`config.mk`:
```
export PLATFORM = sky130hd
export DESIGN_NAME = seven_seg_led
export DESIGN_NICKNAME = d
export VERILOG_FILES = /design/src/rtl/seven_seg_led.sv
export SDC_FILE = /design/constraint.sdc
export NUM_CORES = 1
export LEC_CHECK = 0
export CAP_MARGIN = 20
export CORE_MARGIN = 4
export CORE_UTILIZATION = 45
export CTS_CLUSTER_DIAMETER = 120
export DETAILED_ROUTE_END_ITERATION = 8
export PLACE_DENSITY = 0.75
export REMOVE_ABC_BUFFERS = 1
export SLEW_MARGIN = 20
export SYNTH_ARGS = -nofsm -noshare
export SYNTH_HDL_FRONTEND = slang
export SYNTH_SLANG_ARGS = --single-unit
```
`constraint.sdc`:
```
create_clock -name clock -period 1.8 [get_ports clock]
set_input_delay 0.18 -clock clock [delete_from_list [all_inputs] [get_ports clock]]
set_output_delay 0.18 -clock clock [all_outputs]
set_load 0.005 [all_outputs]
```
`src/rtl/seven_seg_led.sv`:
```
// Time-multiplexed driver for a 4-digit common-anode seven-segment display.
// A free-running refresh counter picks one hex nibble at a time. The nibble is
// decoded onto shared active-low segment lines, and its active-low anode is
// enabled. Every output is registered, so the display follows the counter by
// one clock.
module seven_seg_led #(
   parameter int CNT_WIDTH = 18
) (
   input  logic       clock,
   input  logic       reset,
   input  logic [3:0] in0,
   input  logic [3:0] in1,
   input  logic [3:0] in2,
   input  logic [3:0] in3,
   output logic       a,
   output logic       b,
   output logic       c,
   output logic       d,
   output logic       e,
   output logic       f,
   output logic       g,
   output logic       dp,
   output logic [3:0] an
);

   localparam logic [CNT_WIDTH-1:0] CNT_ONE = {{(CNT_WIDTH-1){1'b0}}, 1'b1};

   logic [CNT_WIDTH-1:0] cnt;
   logic [1:0]           idx;
   logic [3:0]           nibble;
   logic [6:0]           seg_dec;
   logic [3:0]           an_dec;
   logic [6:0]           seg_q;
   logic [3:0]           an_q;
   logic                 dp_q;

   // The digit slot comes from the counter value before it is incremented.
   // This is the value the registers capture on the same edge.
   assign idx = cnt[CNT_WIDTH-1 -: 2];

   // Select the nibble of the active digit. The other digits' inputs are ignored.
   always_comb begin
      nibble = in0;
      unique case (idx)
         2'd0: nibble = in0;
         2'd1: nibble = in1;
         2'd2: nibble = in2;
         2'd3: nibble = in3;
      endcase
   end

   // One anode line is low: the line of the active digit.
   always_comb begin
      an_dec = ~(4'b0001 << idx);
   end

   // Hex-to-segment decode, active-low {a,b,c,d,e,f,g}.
   always_comb begin
      seg_dec = 7'b1111111;
      unique case (nibble)
         4'h0: seg_dec = 7'b0000001;
         4'h1: seg_dec = 7'b1001111;
         4'h2: seg_dec = 7'b0010010;
         4'h3: seg_dec = 7'b0000110;
         4'h4: seg_dec = 7'b1001100;
         4'h5: seg_dec = 7'b0100100;
         4'h6: seg_dec = 7'b0100000;
         4'h7: seg_dec = 7'b0001111;
         4'h8: seg_dec = 7'b0000000;
         4'h9: seg_dec = 7'b0000100;
         4'hA: seg_dec = 7'b0001000;
         4'hB: seg_dec = 7'b1100000;
         4'hC: seg_dec = 7'b0110001;
         4'hD: seg_dec = 7'b1000010;
         4'hE: seg_dec = 7'b0110000;
         4'hF: seg_dec = 7'b0111000;
      endcase
   end

   // Refresh counter and output registers. Reset blanks the display and
   // restarts the scan at digit 0.
   always_ff @(posedge clock) begin
      if (!reset) begin
         cnt   <= '0;
         an_q  <= 4'b1111;
         seg_q <= 7'b1111111;
         dp_q  <= 1'b1;
      end else begin
         cnt   <= cnt + CNT_ONE;
         an_q  <= an_dec;
         seg_q <= seg_dec;
         dp_q  <= 1'b1;
      end
   end

   assign {a, b, c, d, e, f, g} = seg_q;
   assign dp                    = dp_q;
   assign an                    = an_q;

endmodule

```
==> metrics.yaml <==
setup_viol: 2
layout_commonest_cell: "clkdlybuf4s50_1"
diodes: 0
htreeDepth: 2
critPathTopFamily: "multiplexers"
routed-via-count: 1321
yosys-top-cells-area: "dfxtp_1 41%, mux4_2 7.9%, ha_1 6.1%, xnor2_1 4.3%, nor2_1 4.2%"
core_area_mm2: 0.00305
min_path_type: "reg2reg"
ys_seq_area_frac: 0.405
cts_sinks: 29
cts_max_path_buffers: 2
wire_per_inst_um: 14.9
finalHoldViolCount: 0
die_h_um: 64.4
drc_errors: 0
most-common-layout-cells: "28 x clkdlybuf4s50_1, 25 x dfxtp_1, 18 x buf_4"
clock_skew_ns: 0.0172
synth_top_area_cell: "dfxtp_1"
finalPower_w: 0.00133
clk_pin_slew_ns: 0.10
async_flop_share: 0
grt_max_degree: 18
yosysTopAreaCellShare: 0.405
ios: 30
cts_made_buffers: 5
final_util: 0.662
period_share: 1.02
syn_inst: 149
rows: 20
setup_ws_ns: -0.0306
synth_flop_cell: "dfxtp_1"
fin_nets: 221
cp_slowest_cell: "mux4_2"
grt_pass1_vias: 1265
end_kind: "flip-flop"
drt_iter0_markers: 45
clock_latency_ns: 0.33
fp.dieW_um: 64.4
yosysWarnings: 0
via_per_inst: 5.48
slew_violations: 0
ir_worst_vdd_mv: 0.447
rsz0062_at_grt: "yes"
cp-startpoint: "cnt[16]"
p_leak_nw: 0.743
r2r_slack_ns: -0.03
wl_um: 3600
netlist_area_mm2: 0.00143
status: "complete, but fails checks"
crit_path_start_kind: "flip-flop"
critical-path-max-stage-delay_ns: 0.61
synth_edf_count: 0
grt_overflow: 0
r2r-start: "cnt[16]"
layout-drive-gt1-share: 0.264
gr-usage-all-layers: 0.177
worstPathCellList: "mux4_2 > inv_4 > buf_6 > ha_4 > mux2i_1 > mux2_4 > nand2_1"
antenna_left: 0
fillerInstances: 259
hold_start: "cnt[0]"
period_minus_slack_ns: 1.83
firstDrtPassIters: 4
cts_tree: "done"
ys_ff_latch: 29
arrival_ns: 2.10
port_buffers: 28
initial_utilization: 0.469
gp_congestion: 0.795
antenna_found_initial: 0
dp_hpwl_um: 2550
crit_fanout: 4
grt_first_pass_wirelength_um: 5610
cap_viol_max_count: 0
worstSetupPathType: "reg2reg"
area_growth_pct: 41.0
root_buffer: "clkbuf_4"
whs_ns: 0.458
required_ns: 2.07
violations: "negative setup slack"
power_density_mw_per_mm2: 656
fp.dieArea_mm2: 0.00415
synth.distinct_cells: 40
timing.fmax_mhz: 546
syn_avg_cell_area_um2: 9.61
crit_buf_inv: 2
[worst reg2reg max path: stages, from the launching register on]
cell and delay, ns:
dfxtp_4 0.39, mux4_2 0.61, inv_4 0.14, buf_6 0.11
ha_4 0.13, mux2i_1 0.08, mux2_4 0.26, nand2_1 0.05
[Yosys cell counts, types with 2 or more instances]
master,n
dfxtp_1,29
or3_1,2
nor4_1,3
xor2_1,5
o31ai_1,2
o21ai_0,4
nand2b_1,2
a21oi_1,5
nor2_1,16
o211ai_1,3
mux2i_1,3
nand2_1,11
buf_2,2
inv_1,5
mux2_2,2
or4_1,2
nand4_1,3
and2_1,2
ha_1,7
nand3b_1,2
xnor2_1,7
clkbuf_1,2
nand3_1,7
or3_2,2
mux4_2,5
buf_4,2
[through the flow]
stage	setup TNS (ns)	instances	cell area (um^2)	setup slack (ns)
finish	-0.0502	241	2020	-0.0306
global placement	-0.512	230	1850	-0.153
floorplan	-0.306	142	1400	-0.135
detailed placement	-0.886	230	1850	-0.241
CTS	-0.0297	240	1990	-0.0155
global route	-0.220	241	2020	-0.0879
[what timing repair did]
| item | 4_1_cts | 5_1_grt |
|---|---|---|
| endpoints found under the setup margin | 4 | 7 |
| pin swaps | 2 | 3 |
| resized for setup | 13 | 7 |
| setup buffers | 2 | 1 |
| cloned | 0 | 0 |
| hold buffers | 0 | 0 |
[kinds of logic after synthesis]
| family | Yosys count | synth area share |
|---|---|---|
| other | 1 | 0.00262 |
| muxes | 10 | 0.115 |
| buffers and inverters | 13 | 0.0410 |
| AOI/OAI and AO/OA | 18 | 0.0786 |
| and+or+nand+nor | 59 | 0.223 |
| adders and majority gates | 7 | 0.0611 |
| DFF | 29 | 0.405 |
| xor gates and xnor gates | 12 | 0.0734 |
[power by group]
group / total (W) / internal (W) / switching [W] / leakage (nW)
sequential: 0.000669 / 0.000660 / 0.00000881 / 0.239
clock: 0.000458 / 0.000226 / 0.000232 / 0.0413
combinational: 0.000199 / 0.000118 / 0.0000805 / 0.462
[sequential cells by signal (all words and copies together), names as in the netlist]
register / count
cnt: 18
an: 4
seg_q: 7
[final timing paths]
path / cells past startpoint / endpoint
setup / recovery: 7 / seg_q[3]
hold / removal: 1 / cnt[0]
setup reg to reg: 7 / seg_q[3]
hold reg to reg: 1 / cnt[0]
[metal layers]
| metal | share of wire | GRT usage | vias up |
|---|---|---|---|
| li1 | - | - | 621 |
| met1 | 0.40 | 0.189 | 612 |
| met4 | 0.035 | 0.103 | 0 |
| met5 | 0 | 0 | - |
| met2 | 0.48 | 0.298 | 74 |
| met3 | 0.079 | 0.0641 | 14 |
[layout make-up]
class                      instances  area [um^2]  area share
multi-input combinational        107          856       0.424
sequential                        29          588       0.291
timing repair buffer              47          427       0.211
clock buffer                       7         65.1      0.0322
tap                               44         55.1      0.0272
inverter                           6         25.0      0.0124
clock inverter                     1         5.00     0.00248
No activity file was read; power rests on OpenSTA's default activity.
